$ cat config.mk
export PLATFORM = sky130hd
export DESIGN_NAME = la_rle_capture
export DESIGN_NICKNAME = d
export VERILOG_FILES = /design/src/rtl/la_rle_capture.sv
export SDC_FILE = /design/constraint.sdc
export NUM_CORES = 2
export LEC_CHECK = 0
export BUFFER_PORTS_ARGS = -buffer_cell sky130_fd_sc_hd__buf_2
export CAP_MARGIN = 20
export CORE_MARGIN = 3
export CORE_UTILIZATION = 50
export CTS_CLUSTER_DIAMETER = 50
export DETAILED_ROUTE_END_ITERATION = 8
export PLACE_DENSITY = 0.73
export SYNTH_ARGS = -nofsm -noshare
export SYNTH_HDL_FRONTEND = slang
export SYNTH_SLANG_ARGS = --single-unit
$ cat constraint.sdc
create_clock -name axi_clk -period 14.3 [get_ports axi_clk]
set_input_delay 1.43 -clock axi_clk [delete_from_list [all_inputs] [get_ports axi_clk]]
set_output_delay 1.43 -clock axi_clk [all_outputs]
set_load 0.005 [all_outputs]
$ cat src/rtl/la_rle_capture.sv
`timescale 1ns/1ps
`default_nettype none
// ============================================================================
// Module   : la_rle_capture
// Purpose  : Logic-analyzer capture core. Masked trigger, run-length encoding
//            into {count, sample} words, FWFT buffer FIFO, packetised AXIS out.
// Revision : 1.0
// ============================================================================
module la_rle_capture #(
    parameter int pSAMPLE_WIDTH = 24,
    parameter int pCOUNT_WIDTH  = 8,
    parameter int pFIFO_AW      = 6
) (
    input  logic                                  axi_clk,
    input  logic                                  axi_reset,
    input  logic                                  cfg_enable,
    input  logic [pSAMPLE_WIDTH-1:0]              cfg_trig_mask,
    input  logic [pSAMPLE_WIDTH-1:0]              cfg_trig_value,
    input  logic [pFIFO_AW:0]                     cfg_h_thresh,
    input  logic [pFIFO_AW:0]                     cfg_l_thresh,
    input  logic [7:0]                            cfg_pkt_len,
    input  logic [pSAMPLE_WIDTH-1:0]              up_la_data,
    output logic [pCOUNT_WIDTH+pSAMPLE_WIDTH-1:0] m_tdata,
    output logic                                  m_tvalid,
    input  logic                                  m_tready,
    output logic                                  m_tlast,
    output logic [1:0]                            m_tuser,
    output logic                                  la_hpri_req,
    output logic [pFIFO_AW:0]                     fifo_level,
    output logic [15:0]                           overflow_cnt,
    output logic                                  busy
);

    localparam int c_WORD_W = pCOUNT_WIDTH + pSAMPLE_WIDTH;
    localparam int c_ENT_W  = c_WORD_W + 3;
    localparam int c_DEPTH  = 1 << pFIFO_AW;
    localparam logic [pFIFO_AW:0]     c_PTR_ONE = 1;
    localparam logic [pCOUNT_WIDTH-1:0] c_CNT_ONE = 1;

    typedef enum logic [1:0] {
        ST_IDLE    = 2'd0,
        ST_ARMED   = 2'd1,
        ST_CAPTURE = 2'd2,
        ST_FLUSH   = 2'd3
    } state_t;

    state_t                    state_q;
    logic [pSAMPLE_WIDTH-1:0]  cur_q;
    logic [pCOUNT_WIDTH-1:0]   cnt_q;
    logic                      first_q;
    logic                      gap_q, gap_d;
    logic                      hpri_q;
    logic [15:0]               ovf_q, ovf_d;
    logic [7:0]                beat_q, beat_d;
    logic [pFIFO_AW:0]         wr_ptr_q, rd_ptr_q;
    logic [c_ENT_W-1:0]        mem_q [c_DEPTH];

    logic [pFIFO_AW:0]         w_level;
    logic                      w_empty, w_full, w_pop;
    logic                      w_run_brk, w_push_req, w_accept, w_drop;
    logic [c_ENT_W-1:0]        w_push_ent, w_rd_ent;

    // Pointers carry an extra MSB so level is exact at both full and empty.
    assign w_level    = wr_ptr_q - rd_ptr_q;
    assign w_empty    = (wr_ptr_q == rd_ptr_q);
    assign w_full     = w_level[pFIFO_AW];
    assign w_pop      = !w_empty && m_tready;

    assign w_run_brk  = (up_la_data != cur_q) || (cnt_q == {pCOUNT_WIDTH{1'b1}});
    assign w_push_req = ((state_q == ST_CAPTURE) && cfg_enable && w_run_brk)
                        || (state_q == ST_FLUSH);
    assign w_accept   = w_push_req && (!w_full || w_pop);
    // The flush word is never dropped; it simply waits for room.
    assign w_drop     = w_push_req && !w_accept && (state_q == ST_CAPTURE);

    // Entry layout: {last, gap, first, count, sample}
    assign w_push_ent = {(state_q == ST_FLUSH), gap_q, first_q, cnt_q, cur_q};
    assign w_rd_ent   = w_empty ? '0 : mem_q[rd_ptr_q[pFIFO_AW-1:0]];

    assign m_tdata      = w_rd_ent[c_WORD_W-1:0];
    assign m_tuser      = w_rd_ent[c_WORD_W+1:c_WORD_W];
    assign m_tvalid     = !w_empty;
    assign m_tlast      = !w_empty && (w_rd_ent[c_WORD_W+2] || (beat_q == cfg_pkt_len - 8'd1));
    assign la_hpri_req  = hpri_q;
    assign fifo_level   = w_level;
    assign overflow_cnt = ovf_q;
    assign busy         = (state_q != ST_IDLE);

    always_comb begin
        beat_d = beat_q;
        gap_d  = gap_q;
        ovf_d  = ovf_q;
        if (w_pop) begin
            beat_d = m_tlast ? 8'd0 : beat_q + 8'd1;
        end
        if (w_accept) begin
            gap_d = 1'b0;
        end else if (w_drop) begin
            gap_d = 1'b1;
            if (ovf_q != 16'hFFFF) begin
                ovf_d = ovf_q + 16'd1;
            end
        end
    end

    always_ff @(posedge axi_clk) begin
        if (w_accept) begin
            mem_q[wr_ptr_q[pFIFO_AW-1:0]] <= w_push_ent;
        end
    end

    always_ff @(posedge axi_clk) begin
        if (axi_reset) begin
            state_q  <= ST_IDLE;
            cur_q    <= '0;
            cnt_q    <= '0;
            first_q  <= 1'b0;
            gap_q    <= 1'b0;
            hpri_q   <= 1'b0;
            ovf_q    <= '0;
            beat_q   <= '0;
            wr_ptr_q <= '0;
            rd_ptr_q <= '0;
        end else begin
            case (state_q)
                ST_IDLE: begin
                    if (cfg_enable) begin
                        state_q <= ST_ARMED;
                    end
                end
                ST_ARMED: begin
                    if (!cfg_enable) begin
                        state_q <= ST_IDLE;
                    end else if (((up_la_data ^ cfg_trig_value) & cfg_trig_mask) == '0) begin
                        state_q <= ST_CAPTURE;
                        cur_q   <= up_la_data;
                        cnt_q   <= c_CNT_ONE;
                        first_q <= 1'b1;
                    end
                end
                ST_CAPTURE: begin
                    if (!cfg_enable) begin
                        state_q <= ST_FLUSH;
                    end else if (w_run_brk) begin
                        cur_q   <= up_la_data;
                        cnt_q   <= c_CNT_ONE;
                        first_q <= 1'b0;
                    end else begin
                        cnt_q <= cnt_q + c_CNT_ONE;
                    end
                end
                ST_FLUSH: begin
                    if (w_accept) begin
                        state_q <= ST_IDLE;
                    end
                end
                default: state_q <= ST_IDLE;
            endcase

            if (w_accept) begin
                wr_ptr_q <= wr_ptr_q + c_PTR_ONE;
            end
            if (w_pop) begin
                rd_ptr_q <= rd_ptr_q + c_PTR_ONE;
            end
            beat_q <= beat_d;
            gap_q  <= gap_d;
            ovf_q  <= ovf_d;

            // Set wins over clear when the thresholds overlap.
            if (w_level >= cfg_h_thresh) begin
                hpri_q <= 1'b1;
            end else if (w_level <= cfg_l_thresh) begin
                hpri_q <= 1'b0;
            end
        end
    end

endmodule
`default_nettype wire

# Yosys cells after proc, flatten, opt, wreduce, memory -nomap -nowiden
# Memories as Yosys holds them, arrays and structs flattened. A register that Yosys moved wholly into a read port is not among the register bits.
# Cells that the tools add are included.
# word_totals
register_bits,75
latch_bits,0
in_bits,98
memories,1
wordCells,92
out_inout_bits,61
rom_bits,0
ram_bits,2240
# classes
mux,29
shift,0
eq_ne,16
add_sub_neg,7
mul,0
bitwise,3
order_cmp,2
div_mod_pow,0
n_reduce_logical,24
# mem_list
name,depth,word_bits,rd,rd_ports_with_merged_regs,write_ports,line,text
mem_q,64,35,1,1,1,56,logic [c_ENT_W-1:0] mem_q [c_DEPTH];
# ops
op,n
24-bit two-way mux,4
24-bit case mux with 2 select lines,1
8-bit two-way mux,5
35-bit two-way mux,1
24-bit AND,1
24-bit zero test,1
24-bit inequality test,1
24-bit bitwise XOR,1
16-bit by 1-bit adder with 16-bit output (second input constant),1
8-bit by 1-bit adder with 8-bit output (second input constant),2
16-bit inequality test (second input constant),1
8-bit case mux with 2 select lines,1
7-bit by 1-bit adder with 7-bit output (second input constant),2
2-bit inequality test (second input constant),7
6-bit two-way mux,2
2-bit two-way mux,5
8-bit == test,1
8-bit == test (second input constant),1
1-bit two-way mux,8
2-bit case mux with 4 select lines,1
4-bit AND reduction,2
8-bit by 1-bit subtractor with 8-bit output (second input constant),1
7-bit == test,1
7-bit greater-or-equal comparator,1
15 further kinds,29

# Depth between registers and ports, before layout
# depth
ltp_word,9
depth_mapped,15
mapped_depth_nobuf,15

# Worst setup path before layout
# Ideal clock, no wire load.
# synth_path
path_kind,register to register
startpoint,register cnt_q[0]
endpoint,"memory mem_q[38][0] in the netlist's numbering, enable pin"
n_path_buf,0
slack_ns,8.464
period_less_slack_ns,5.836
required_ns,13.829
arrival_time_ns,5.365
stages_incl_launch_ff,9
setup_ns,0.471
path_cell_list,dfxtp_1 -> ha_1 -> and4_1 -> nand4_1 -> nor4b_1 -> a21o_1 -> nor3_1 -> nand2_1 -> nor3_1
# synth_via
elab_chain_len,7
# synth_rtl
element,line,text
start: declaration,49,logic [pCOUNT_WIDTH-1:0] cnt_q;
start signal: assignment,137,cnt_q <= c_CNT_ONE;
start signal: assignment,146,cnt_q <= c_CNT_ONE;
start signal: assignment,149,cnt_q <= cnt_q + c_CNT_ONE;
8-bit == test,69,assign w_run_brk = (up_la_data != cur_q) || (cnt_q == {pCOUNT_WIDTH{1'b1}});
1-bit logical OR,69,
1-bit logical AND,70,assign w_push_req = ((state_q == ST_CAPTURE) && cfg_enable && w_run_brk)
1-bit logical OR,71,|| (state_q == ST_FLUSH);
1-bit logical AND,72,assign w_accept = w_push_req && (!w_full || w_pop);
1-bit two-way mux,107,if (w_accept) begin
1-bit two-way mux (implied by the code),108,mem_q[wr_ptr_q[pFIFO_AW-1:0]] <= w_push_ent;
end: declaration,56,
# Every way passes these cells.

==> impl_metrics.py <==
metrics = {
    "place": {
        "portBuffers": 158,
        "gp_congestion": 0.813,
        "dp_hpwl_mm": 126,
        "pre_cts_ws_ns": 8.08,
    },
    "worst_setup_path": {
        "timing.critical_path.to": "m_tdata[9]",
        "end_kind": "output pin",
        "reg2reg_to": "mem_q[13][9]",
        "crit-reg2reg-launch": "wr_ptr_q[0]",
        "worstSetupPathType": "flop to output pin",
        "r2r_cells": 13,
        "crit_fanout": 107,
        "rrSetupSlack_ns": 8.39,
        "cp-start-kind": "flop",
        "required_ns": 12.87,
        "arrival_ns": 5.57,
    },
    "pwr": {
        "ir_drop_uv": 114,
        "power_density_mw_per_mm2": 130,
        "power.total_mw": 13.3,
        "p_leak_nw": 27.8,
    },
    "sta": {
        "relSlewSlack": 0.246,
        "final_max_slew_viol_count": 0,
        "tightest_slew_ns": 1.13,
        "finalWorstSetupSlack_ns": 7.30,
        "hold_viol_final": 0,
        "fin_tns_setup_ns": 0,
        "rsz0062_at_grt": "no",
        "setup_violations": 0,
        "hold_slack_ns": 0.467,
        "max_freq_ghz": 0.143,
        "finClkSkew_ns": 0.0916,
        "min_period_over_period": 0.490,
        "min_period_ns": 7.00,
    },
    "die": {
        "initial_utilization": 0.504,
        "dieHeight_um": 431,
        "core_sq_mm": 0.179,
        "ioPinCount": 159,
        "num_rows": 155,
        "fp.dieW_um": 431,
        "die_area_sq_mm": 0.185,
    },
    "routing": {
        "drt_wl_total_mm": 236,
        "wl_met1_mm": 81.8,
        "drc": 0,
        "antenna_left": 0,
        "drt-initial-drc-count": 6790,
        "route.met3.wl_mm": 23.4,
        "routed_via_density": 6.49,
        "vias": 44700,
        "routed.top_layer": "met4",
        "dr.pass1.iters": 5,
        "wl_per_cell_um": 34.3,
        "met2WireLength_mm": 118,
    },
    "run_status": {
        "status": "completed",
    },
    "finish": {
        "mostFrequentLayoutCell": "edfxtp_1",
        "nets": 4454,
        "fillers": 12500,
        "fin_util": 0.572,
        "area_growth_pct": 13.5,
        "drive_gt1_frac": 0.312,
        "layout_common_cells": "edfxtp_1 (2240), mux4_2 (657), clkbuf_16 (221)",
    },
    "clock_network": {
        "path_clk_slew_ns": 0.06,
        "root_buffer": "clkbuf_16",
        "cts_hold_buffers": 0,
        "worstSkewPairLatency_ns": 0.89,
        "cts_tree": "yes",
        "post_cts_resize_count": 0,
        "cts_made_buffers": 220,
        "ctsLongestPathBuffers": 3,
        "cts_max_level": 4,
        "post_cts_buffers": 0,
        "cts_sinks": 2321,
    },
    "yosys": {
        "syn_nets": 4140,
        "syn_area_per_cell_sq_um": 22.4,
        "synth_cells": 4017,
        "syn_area_sq_mm": 0.0902,
        "yosys_register_bits": 2321,
        "synth_warnings": 0,
        "synth-edff-count": 2240,
        "ys_seq_area_frac": 0.764,
        "yosysUniqueCellTypes": 61,
        "synthArstFlopShare": 0,
        "synth_flop_cell": "edfxtp_1",
    },
    "global_route": {
        "grt_pass1_wl_mm": 335,
        "grt.total_usage": 0.256,
        "grt_pass1_vias": 44700,
        "grt_start_max_net_pins": 130,
        "grt_overflow_total": 0,
        "antenna_found_initial": 2,
    },
    "run": {
        "drv_cap": 0,
    },
    "hold_path": {
        "hp-class": "flop to flop",
    },
}
synth_stat cells, types with 11 or more instances:
| cell | instances | share of area |
|---|---|---|
| mux2i_1 | 79 | 0.0088 |
| clkbuf_1 | 121 | 0.0050 |
| or3_1 | 15 | 0.0010 |
| nand4_1 | 19 | 0.0013 |
| nor2b_1 | 33 | 0.0023 |
| a22oi_1 | 11 | 0.00092 |
| nor3_1 | 19 | 0.0011 |
| dfxtp_1 | 81 | 0.018 |
| inv_1 | 31 | 0.0013 |
| buf_2 | 72 | 0.0040 |
| nor2_1 | 89 | 0.0037 |
| o21ai_0 | 38 | 0.0021 |
| ha_1 | 24 | 0.0033 |
| nand3_1 | 18 | 0.0010 |
| nand2_1 | 65 | 0.0027 |
| a211oi_1 | 54 | 0.0045 |
| edfxtp_1 | 2240 | 0.75 |
| o22ai_1 | 37 | 0.0026 |
| a21oi_1 | 93 | 0.0052 |
| or4_1 | 14 | 0.0012 |
| mux4_2 | 657 | 0.16 |
| buf_1 | 16 | 0.00067 |
| xor2_1 | 34 | 0.0033 |
| o31ai_1 | 11 | 0.00092 |
| xnor2_1 | 42 | 0.0041 |
logic make-up after synthesis:
group                    after synthesis  synth area share
AND/OR/NAND/NOR                      320            0.0181
multiplexers                         753             0.176
XOR/XNOR                              76           0.00738
flip-flops                          2321             0.764
AO/OA/AOI/OAI                        276            0.0191
buffers and inverters                244            0.0112
adder cells (fa/ha/maj)               27           0.00377
how the worst min path moves through the flow:
stage / start / end / slack, ns / cells past startpoint
2_1_floorplan: la_hpri_req / la_hpri_req / 0.45 / 2
3_3_place_gp: la_hpri_req / la_hpri_req / 0.45 / 2
3_5_place_dp: la_hpri_req / la_hpri_req / 0.46 / 2
4_1_cts: first_q / first_q / 0.47 / 2
5_1_grt: first_q / first_q / 0.51 / 2
6_report: la_hpri_req / la_hpri_req / 0.47 / 2
critical path: stages (launching register included):
cell and delay [ns]:
dfxtp_4 0.38, buf_12 0.61, buf_4 0.80, buf_12 0.66, mux4_2 0.63, mux4_2 0.52
mux2i_1 0.29, o22ai_1 0.20, buf_2 0.20
per-stage QoR:
stage / cells / instance area, sq um
after global placement: 6453 / 94600
after CTS: 6871 / 102000
after global routing: 6881 / 102000
after floorplan: 4017 / 90200
final: 6882 / 102000
after detailed placement: 6454 / 94600
final cells by class:
| class | instances | area, sq um | area share |
|---|---|---|---|
| clock buffers | 259 | 5680 | 0.0556 |
| multi-input cells | 1452 | 20700 | 0.203 |
| flip-flops and latches | 2321 | 68900 | 0.674 |
| inverters | 34 | 130 | 0.00127 |
| clock inverters | 158 | 1810 | 0.0177 |
| repair buffers | 302 | 2050 | 0.0201 |
| diodes | 1 | 2.50 | 0.0000245 |
| well taps | 2355 | 2950 | 0.0288 |
state kept, by name (all words and copies together), names as in the netlist, named ones only:
| register | count |
|---|---|
| cur_q | 24 |
| beat_q | 8 |
| mem_q | 2240 |
| rd_ptr_q | 7 |
| cnt_q | 8 |
| wr_ptr_q | 7 |
| overflow_cnt | 16 |
| first_q | 1 |
| la_hpri_req | 1 |
| state_q | 1 |
| gap_q | 1 |
metal layers:
layer,track usage,vias up
li1,-,17700
met4,0.122,0
met3,0.0511,542
met2,0.420,2818
met5,0,-
met1,0.333,23600
power breakdown:
part           internal [mW]  leakage, nW  switching (mW)
combinational         0.0214         5.72          0.0248
sequential              7.33         18.5        0.000325
clock                   3.37         3.60            2.59
total                   10.7         27.8            2.61
Power figures use the tool's default switching activity.
